### src/rtl/sudoku_game_fsm.sv
// Top-level game controller for the N x N Sudoku core: menu, puzzle load handshake,
// cursor and number entry, pause, and win/lose tracking over the live board/vis registers.
module sudoku_game_fsm #(
    parameter int BOX         = 3,
    parameter int LEVELS      = 4,
    parameter int MAX_STRIKES = 3,
    parameter int TIME_W      = 11,
    parameter int TIME_LIMIT  = 0,
    localparam int N      = BOX * BOX,
    localparam int IDX_W  = $clog2(N),
    localparam int CELL_W = $clog2(N + 1),
    localparam int LVL_W  = (LEVELS > 1) ? $clog2(LEVELS) : 1,
    localparam int STR_W  = $clog2(MAX_STRIKES + 1)
) (
    input  logic                  clk,
    input  logic                  reset,
    input  logic                  btn_up,
    input  logic                  btn_down,
    input  logic                  btn_left,
    input  logic                  btn_right,
    input  logic                  btn_start,
    input  logic                  btn_a,
    input  logic                  btn_b,
    input  logic                  tick,
    input  logic                  load_ack,
    input  logic [N*N*CELL_W-1:0] load_map,
    input  logic [N*N-1:0]        load_vis,
    output logic [2:0]            state,
    output logic [IDX_W-1:0]      pos_row,
    output logic [IDX_W-1:0]      pos_col,
    output logic [CELL_W-1:0]     sel_num,
    output logic [LVL_W-1:0]      level,
    output logic [STR_W-1:0]      strikes,
    output logic [TIME_W-1:0]     elapsed,
    output logic [N*N*CELL_W-1:0] board,
    output logic [N*N-1:0]        vis,
    output logic                  error,
    output logic                  load_req,
    output logic                  playing
);

    typedef enum logic [2:0] {
        S_IDLE     = 3'd0,
        S_SELECT   = 3'd1,
        S_LOAD     = 3'd2,
        S_NAVIGATE = 3'd3,
        S_PICK     = 3'd4,
        S_PAUSE    = 3'd5,
        S_WIN      = 3'd6,
        S_LOSE     = 3'd7
    } state_t;

    localparam int KW = $clog2(N * N);
    localparam logic [IDX_W-1:0]  ROW_MAX = IDX_W'(N - 1);
    localparam logic [CELL_W-1:0] SEL_MAX = CELL_W'(N);
    localparam logic [LVL_W-1:0]  LVL_MAX = LVL_W'(LEVELS - 1);
    localparam logic [STR_W-1:0]  STR_MAX = STR_W'(MAX_STRIKES);
    localparam logic [TIME_W-1:0] LIMIT_V = TIME_W'(TIME_LIMIT);

    state_t            state_q;
    logic [KW-1:0]     cur_idx;
    logic [CELL_W-1:0] cur_sol;
    logic              cur_vis;
    logic              lose_now;
    logic              win_now;
    logic              pause_entry;
    logic              count_tick;

    assign state    = state_q;
    assign load_req = (state_q == S_LOAD);
    assign playing  = (state_q == S_NAVIGATE) || (state_q == S_PICK);

    assign cur_idx = KW'(pos_row) * KW'(N) + KW'(pos_col);
    assign cur_sol = board[cur_idx*CELL_W +: CELL_W];
    assign cur_vis = vis[cur_idx];

    // End-of-game checks look only at registered values, so they land one edge after the cause.
    assign lose_now = (strikes == STR_MAX) || ((TIME_LIMIT != 0) && (elapsed >= LIMIT_V));
    assign win_now  = &vis;

    // A tick on the edge that enters PAUSE is dropped; one on the edge that leaves PAUSE counts.
    assign pause_entry = (state_q == S_NAVIGATE) && btn_start && !btn_a && !lose_now && !win_now;
    assign count_tick  = tick && ((playing && !pause_entry) || ((state_q == S_PAUSE) && btn_start));

    always_ff @(posedge clk or posedge reset) begin
        if (reset) begin
            state_q <= S_IDLE;
            pos_row <= '0;
            pos_col <= '0;
            sel_num <= CELL_W'(1);
            level   <= '0;
            strikes <= '0;
            elapsed <= '0;
            board   <= '0;
            vis     <= '0;
            error   <= 1'b0;
        end else begin
            error <= 1'b0;
            if (count_tick && (elapsed != '1)) begin
                elapsed <= elapsed + 1'b1;
            end

            case (state_q)
                S_IDLE: begin
                    if (btn_start) state_q <= S_SELECT;
                end
                S_SELECT: begin
                    if (btn_a) begin
                        state_q <= S_LOAD;
                    end else if (btn_up) begin
                        if (level != LVL_MAX) level <= level + 1'b1;
                    end else if (btn_down) begin
                        if (level != '0) level <= level - 1'b1;
                    end
                end
                S_LOAD: begin
                    if (load_ack) begin
                        board   <= load_map;
                        vis     <= load_vis;
                        strikes <= '0;
                        elapsed <= '0;
                        pos_row <= '0;
                        pos_col <= '0;
                        sel_num <= CELL_W'(1);
                        state_q <= S_NAVIGATE;
                    end
                end
                S_NAVIGATE: begin
                    // btn_a freezes the cursor even when it lands on a clue and does nothing.
                    if (btn_a) begin
                        if (!cur_vis) begin
                            sel_num <= CELL_W'(1);
                            state_q <= S_PICK;
                        end
                    end else begin
                        if (btn_up)
                            pos_row <= (pos_row == '0) ? ROW_MAX : pos_row - 1'b1;
                        else if (btn_down)
                            pos_row <= (pos_row == ROW_MAX) ? '0 : pos_row + 1'b1;
                        if (btn_left)
                            pos_col <= (pos_col == '0) ? ROW_MAX : pos_col - 1'b1;
                        else if (btn_right)
                            pos_col <= (pos_col == ROW_MAX) ? '0 : pos_col + 1'b1;
                        if (btn_start) state_q <= S_PAUSE;
                    end
                end
                S_PICK: begin
                    if (btn_a) begin
                        if (sel_num == cur_sol) begin
                            vis[cur_idx] <= 1'b1;
                            state_q      <= S_NAVIGATE;
                        end else begin
                            if (strikes != STR_MAX) strikes <= strikes + 1'b1;
                            error <= 1'b1;
                        end
                    end else if (btn_b) begin
                        state_q <= S_NAVIGATE;
                    end else if (btn_up) begin
                        sel_num <= (sel_num == SEL_MAX) ? CELL_W'(1) : sel_num + 1'b1;
                    end else if (btn_down) begin
                        sel_num <= (sel_num <= CELL_W'(1)) ? SEL_MAX : sel_num - 1'b1;
                    end
                end
                S_PAUSE: begin
                    if (btn_start) state_q <= S_NAVIGATE;
                end
                S_WIN, S_LOSE: begin
                    if (btn_start) state_q <= S_SELECT;
                end
                default: state_q <= S_IDLE;
            endcase

            if (playing) begin
                if (lose_now)
                    state_q <= S_LOSE;
                else if (win_now)
                    state_q <= S_WIN;
            end
        end
    end

endmodule

### config.mk
export PLATFORM = sky130hd
export DESIGN_NAME = sudoku_game_fsm
export DESIGN_NICKNAME = d
export VERILOG_FILES = /design/src/rtl/sudoku_game_fsm.sv
export SDC_FILE = /design/constraint.sdc
export NUM_CORES = 1
export LEC_CHECK = 0
export ABC_CLOCK_PERIOD_IN_PS = 15900
export BUFFER_PORTS_ARGS = -buffer_cell sky130_fd_sc_hd__buf_2
export CELL_PAD_IN_SITES_DETAIL_PLACEMENT = 0
export CELL_PAD_IN_SITES_GLOBAL_PLACEMENT = 1
export CORE_AREA = 2 2 329 331
export CTS_CLUSTER_DIAMETER = 150
export CTS_CLUSTER_SIZE = 24
export DETAILED_ROUTE_END_ITERATION = 10
export DIE_AREA = 0 0 331 333
export PLACE_DENSITY = 0.56
export SYNTH_ARGS = -nofsm -noshare
export SYNTH_HDL_FRONTEND = slang
export SYNTH_SLANG_ARGS = --single-unit
### constraint.sdc
create_clock -name clk -period 15.9 [get_ports clk]
set_clock_uncertainty 0.05 [all_clocks]
set_input_delay 0.795 -clock clk [delete_from_list [all_inputs] [get_ports clk]]
set_output_delay 0.795 -clock clk [all_outputs]
set_load 0.01 [all_outputs]
==> impl_metrics.ini, run 1 <==
[finish]
final_cell_count_no_fill = 4804
fin_area_sq_um = 28620
layout_common_cells = sky130_fd_sc_hd__nand2_1 (1028), sky130_fd_sc_hd__buf_2 (853), sky130_fd_sc_hd__dfrtp_1 (435)
final_nets = 3825
final_layout_size_suffix_gt1_share_pct = 30.08
fillers = 11860
area_growth_pct = 27.99
final_common_cell = sky130_fd_sc_hd__nand2_1

[yosys]
library_cell_with_the_largest_summed_area_after_synthesis = sky130_fd_sc_hd__dfrtp_1
synthesis.nets = 3106
yosysUniqueCellTypes = 77
synth_top_cell_area_share_pct = 48.68
synth.area.top_cells = sky130_fd_sc_hd__dfrtp_1 (49%), sky130_fd_sc_hd__nand2_1 (17%), sky130_fd_sc_hd__nor2_1 (3.9%), sky130_fd_sc_hd__mux2_2 (3.4%), sky130_fd_sc_hd__mux2i_1 (2.6%)
synthesis.instances = 2669
share_of_synthesized_area_occupied_by_flip_flops_and_latches_pct = 48.80
yosys_register_bits = 436
synthesis.area_sq_um = 22360
synth_area_per_cell_sq_um = 8.378
async_set_reset_flop_share_out_of_synthesis_pct = 100.0
ys_warn_count = 0
synth_enable_flop_cells = 0
synth_flop_cell = sky130_fd_sc_hd__dfrtp_1

[global_route]
grt_first_pass_wirelength_microns = 179700
first_global_vias = 22420
globalRouteTotalUtil_pct = 22.87
antenna_violations_before_repair = 32
grt-ovfl-total = 0
grt_max_degree = 150

[die]
design.portCount = 854
die_h_microns = 333
start_util_pct = 20.98
num_rows = 120
die_area_sq_um = 110200
die_w_microns = 331
core_area_sq_um = 106600

[power]
ir_worst_vdd_mv = 0.2568
logic_gate_share_of_total_power_pct = 59.7
power.clock.fraction_pct = 9.3
internal_power_mw = 3.350
cellLeakagePower_nw = 14.46
power_switching_mw = 4.134
power.sequential.fraction_pct = 31.1
switching_share_pct = 55.24
pwr_density_cell_nw_per_um2 = 261.5

[critical_path]
crit_cells = 13
cp_max_fo = 64
worst_setup_path_end_kind = register
timing_worst_setup_path_type = register to register
timing.critical_path.max_delay_family = simple AND/OR/NAND/NOR gates
cpMostUsedCell = sky130_fd_sc_hd__o31ai_1
cp_num_buf_inv = 1
critical_path.startpoint = pos_row[1]
cp_data_required_time_ps = 16360
worstSetupStartpointType = register
timing.rr.start = pos_row[1]
worstRegToRegCells = 13
critical_path.max_stage_delay_ps = 1320
worstPathCellList = ha_1 > ha_4 > fa_4 > nand2b_2 > o22ai_1 > a2111oi_0 > or4_1 > o31ai_1 > o31a_1 > nor4_4 > buf_4 > nand3_1 > o31ai_1
slowest_stage = sky130_fd_sc_hd__fa_4
cp_data_arrival_time_ps = 7870

[clocking]
tritoncts = built
max-clock-path-buffers = 3
cts_hold_repair.buffers = 0
clk_root_buffer_cell = sky130_fd_sc_hd__clkbuf_16
cts.sink_count = 436
cts_max_level = 1
cts.clk_slew.worst_paths_ps = 110
clkLatencyLatePin_ps = 620
postCtsSetupRepairBufs = 0
cts_inserted_buffers = 22
cts_repair_resize_count = 0

[detailed_routing]
routed_wirelength_microns = 130600
final_antenna_net_count = 0
firstDrtPassIters = 5
vias_per_cell = 4.677
first_iter_violations = 1696
drt_drc_violations_left = 0
detailroute.via_count = 22470
wire_per_inst_microns = 27.20

[place]
port_buffers = 853
placement.cell_area_sq_um = 27970
gp_congestion = 0.8183
dpl.cell_count = 4767
hpwl_detailed_microns = 99740

[timing]
final-hold-violation-count = 0
relSlewSlack_pct = 29.73
grt_setup_unrepaired = false
finalCriticalPeriod_ps = 7416
timing.final.crit_share_pct = 46.64
max_clock_freq_mhz = 134.8
setup_tns_ps = 0
timing.final.setup_violations = 0
timing_worst_slew_pin_value_ps = 1054
maxSlewViolCount = 0

[hold_path]
timing.hold.worst.class = input pin to asynchronous set/reset pin

[run_status]
status = complete, no violations

[run]
cap_violations = 0
## state kept, by name (all words and copies together), names as in the netlist
register	flops
error	1
level	2
vis	81
state	3
pos_row	4
sel_num	4
board	324
elapsed	11
pos_col	4
strikes	2
## worst reg2reg max path, stage by stage, from the launching register on
cell and delay, ps:
sky130_fd_sc_hd__dfrtp_1 510, sky130_fd_sc_hd__ha_1 380, sky130_fd_sc_hd__ha_4 180, sky130_fd_sc_hd__fa_4 1320
sky130_fd_sc_hd__nand2b_2 880, sky130_fd_sc_hd__o22ai_1 190, sky130_fd_sc_hd__a2111oi_0 950, sky130_fd_sc_hd__or4_1 220
sky130_fd_sc_hd__o31ai_1 130, sky130_fd_sc_hd__o31a_1 310, sky130_fd_sc_hd__nor4_4 350, sky130_fd_sc_hd__buf_4 690
sky130_fd_sc_hd__nand3_1 720, sky130_fd_sc_hd__o31ai_1 430
## metrics by stage
step	utilization [%]	power, mW	setup slack [ps]	hold WS [ps]
global placement	26.24	6.859	8598	425.0
finish	26.85	7.484	8484	184.2
global route	26.85	7.962	8099	230.6
detailed placement	26.24	6.882	8500	429.7
CTS	26.83	7.601	8452	207.0
floorplan	-	4.548	2912	474.7
## worst paths after layout
kind | endpoint | slack (ps)
max in group asynchronous | board[187] | 12880
max | vis[49] | 8480
min reg2reg | board[25] | 450
min in group clk | board[96] | 310
max reg2reg | vis[49] | 8480
min | elapsed[2] | 180
## power by group through the flow
stage | clock (mW) | combinational, mW | sequential, mW
finish | 0.695 | 4.46 | 2.32
global route | 0.754 | 4.82 | 2.39
CTS | 0.725 | 4.54 | 2.33
detailed placement | 0 | 4.53 | 2.35
global placement | 0 | 4.49 | 2.37
floorplan | 0 | 2.34 | 2.21
## area by class of cell
type                            count  area (sq um)  area share (%)
Timing Repair Buffer              882          4524           15.81
Clock inverter                      4         51.30          0.1792
Multi-Input combinational cell   2025         10690           37.36
Tap cell                         1403          1755           6.133
Antenna cell                       10         25.02         0.08743
Inverter                           21         86.33          0.3016
Clock buffer                       23         575.6           2.011
Sequential cell                   436         10910           38.12
## Yosys cell counts, types with 33 or more instances
cell type	number
sky130_fd_sc_hd__a21oi_1	103
sky130_fd_sc_hd__buf_2	38
sky130_fd_sc_hd__clkbuf_1	133
sky130_fd_sc_hd__dfrtp_1	435
sky130_fd_sc_hd__mux2_2	67
sky130_fd_sc_hd__mux2i_1	58
sky130_fd_sc_hd__nand2_1	1030
sky130_fd_sc_hd__nand3_1	86
sky130_fd_sc_hd__nor2_1	231
sky130_fd_sc_hd__o21ai_0	45
sky130_fd_sc_hd__o221ai_1	33
sky130_fd_sc_hd__o22ai_1	53
## per-layer routing
metal | part of all wire, % | track usage, %
met4 | 1.6 | 3.776
met1 | 44 | 29.95
met2 | 49 | 39.34
met5 | 0.086 | 0
met3 | 5.8 | 4.366
## cells by family after synthesis
| family | Yosys count | synth area share, % |
|---|---|---|
| compound gates | 375 | 11.20 |
| xor+xnor | 13 | 0.5092 |
| fa+ha+maj | 21 | 1.209 |
| buf+inv | 208 | 3.788 |
| flops | 436 | 48.80 |
| mux | 143 | 7.682 |
| simple gates | 1473 | 26.82 |
(Power assumes the default switching activity.)
==> run 2, diff against run 1 <==
ABC_CLOCK_PERIOD_IN_PS = 7000   (was 15900)
clock period = 7 ns   (was 15.9 ns; I/O delays follow)
==> run 2 against run 1 <==
Via count grew 8.3%. Global-route usage rose by 0.82 points. Clock power increased by 130%. Die area unchanged. Non-clock buffer count rose by 407. First-iteration DRC count shrank 3.5%. Register-to-register slack worse by 8200 ps. Total power rose by 130%. Critical path depth stayed put. Count of clock-buffer cells in the layout is 6 higher. Critical path type unchanged. Critical endpoint is now vis[44]. Highest routed layer unchanged.
==> impl_metrics.ini, run 2 (same netlist as run 1, synthesis figures left out) <==
[finish]
final_common_cell = sky130_fd_sc_hd__nand2_1
area_growth_pct = 46.36
layout_common_cells = sky130_fd_sc_hd__nand2_1 (1028), sky130_fd_sc_hd__buf_2 (853), sky130_fd_sc_hd__dfrtp_1 (435)
largest_register_ff_count = 324
final_nets = 4232
final_layout_size_suffix_gt1_share_pct = 26.82
register_name_with_the_most_flops = board
fin_area_sq_um = 32730
reg.largest.list = board: 324 flops, vis: 81 flops, elapsed: 11 flops

[timing]
finalCriticalPeriod_ps = 6688
setup_tns_ps = 0
timing.final.crit_share_pct = 95.54
timing_worst_slew_pin_value_ps = 1096
final-hold-violation-count = 0
grt_setup_unrepaired = false
relSlewSlack_pct = 26.96
max_clock_freq_mhz = 149.5
maxSlewViolCount = 0
setup_slack_ps = 312.2
timing.final.setup_violations = 0

[critical_path]
worstRegToRegCells = 13
worstSetupStartpointType = register
cp_max_fo = 63
worst_setup_path_end_kind = register
cp_data_required_time_ps = 7460
timing_worst_setup_path_type = register to register
cp_data_arrival_time_ps = 7150

[detailed_routing]
drt_drc_violations_left = 0
firstDrtPassIters = 5
final_antenna_net_count = 0
detailroute.via_count = 24340
first_iter_violations = 1637
wire_per_inst_microns = 25.94
vias_per_cell = 4.672
routed_wirelength_microns = 135100

[die]
die_area_sq_um = 110200
die_h_microns = 333
start_util_pct = 20.98
design.portCount = 854
die_w_microns = 331
core_area_sq_um = 106600
num_rows = 120

[global_route]
grt_first_pass_wirelength_microns = 188800
grt_max_degree = 158
first_global_vias = 24860
globalRouteTotalUtil_pct = 23.68
grt-ovfl-total = 0
antenna_violations_before_repair = 9

[place]
placement.cell_area_sq_um = 28020
port_buffers = 853
gp_congestion = 0.8527
dp_slack_ps = 435.8
hpwl_detailed_microns = 101800

[clocking]
clkLatencyLatePin_ps = 650
cts_inserted_buffers = 22
tritoncts = built
cts_max_level = 1
cts.clk_slew.worst_paths_ps = 120
max-clock-path-buffers = 3
cts.sink_count = 436
clk_root_buffer_cell = sky130_fd_sc_hd__clkbuf_16

[run]
cap_violations = 0

[power]
pwr_density_cell_nw_per_um2 = 529.5
cellLeakagePower_nw = 16.17
ir_worst_vdd_mv = 0.5904

[hold_path]
hold_depth = 3
timing.hold.worst.class = input pin to register

[run_status]
status = complete, no violations
[run 2: cell count changes in the layout (fill, tap and decap cells not counted), sizes merged]
cell,before,now
clkbuf,23,29
clkinv,1,2
dlygate4sd3,0,407
clkinvlp,1,2
bufinv,1,0
diode,10,4
inv,22,20
[run 2: what timing repair did]
| item | 4_1_cts | 5_1_grt |
|---|---|---|
| gates resized for setup | 0 | 0 |
| hold endpoints to repair | 432 | 0 |
| endpoints found under the setup margin | 0 | 0 |
| setup buffers | 0 | 0 |
| hold buffers | 407 | 0 |
[run 2: path summary, 6_finish.rpt]
| kind | to | slack, ps | from |
|---|---|---|---|
| max | vis[44] | 310 | pos_row[1] |
| min | state[0] | 50 | btn_b |
| max reg2reg | vis[44] | 310 | pos_row[1] |
| min reg2reg | board[218] | 450 | board[218] |
| max in group asynchronous | board[312] | 5100 | reset |
| min in group asynchronous | board[95] | 380 | reset |
[run 2: layer usage]
| metal | routed length [microns] | vias to the layer above | global-route usage [%] |
|---|---|---|---|
| li1 | - | 11230 | - |
| met3 | 8359 | 117 | 4.616 |
| met2 | 67170 | 855 | 41.43 |
| met1 | 56670 | 12130 | 30.16 |
| met4 | 2884 | 8 | 4.495 |
| met5 | 49 | - | 0 |
[run 2: where the power goes]
part	switching (mW)	internal [mW]	total [mW]	leakage, nW
clock	0.979	0.602	1.58	0.299
combinational	6.94	3.52	10.5	10.5
sequential	1.65	3.63	5.28	5.41
[run 2: area by class of cell]
cell class	instances	area [sq um]
Inverter	21	82.58
Multi-Input combinational cell	2025	10690
Timing Repair Buffer	1289	8648
Clock inverter	3	40.04
Clock buffer	29	586.8
Tap cell	1403	1755
Sequential cell	436	10910
Fill cell	11690	73870
Antenna cell	4	10.01
[run 2: stage by stage]
step | cells | total power [mW] | utilization [%] | hold WS (ps)
after floorplan | 2669 | 10.33 | - | 405.4
after global placement | 4767 | 15.71 | 26.28 | 425.4
after detailed placement | 4767 | 15.75 | 26.28 | 426.9
after CTS | 5206 | 17.58 | 30.69 | 8.848
after global routing | 5207 | 18.41 | 30.69 | 58.72
final | 5210 | 17.33 | 30.70 | 50.85
[run 2: critical path: stages (launching register included)]
cell and delay, ps:
sky130_fd_sc_hd__dfrtp_1 510, sky130_fd_sc_hd__ha_1 380, sky130_fd_sc_hd__ha_4 180, sky130_fd_sc_hd__fa_4 1250, sky130_fd_sc_hd__nand2b_2 630, sky130_fd_sc_hd__o22ai_1 150
sky130_fd_sc_hd__a2111oi_0 910, sky130_fd_sc_hd__or4_1 220, sky130_fd_sc_hd__o31ai_1 130, sky130_fd_sc_hd__o31a_1 300, sky130_fd_sc_hd__nor4_4 330, sky130_fd_sc_hd__buf_4 650
sky130_fd_sc_hd__nand2_1 430, sky130_fd_sc_hd__o31ai_1 370
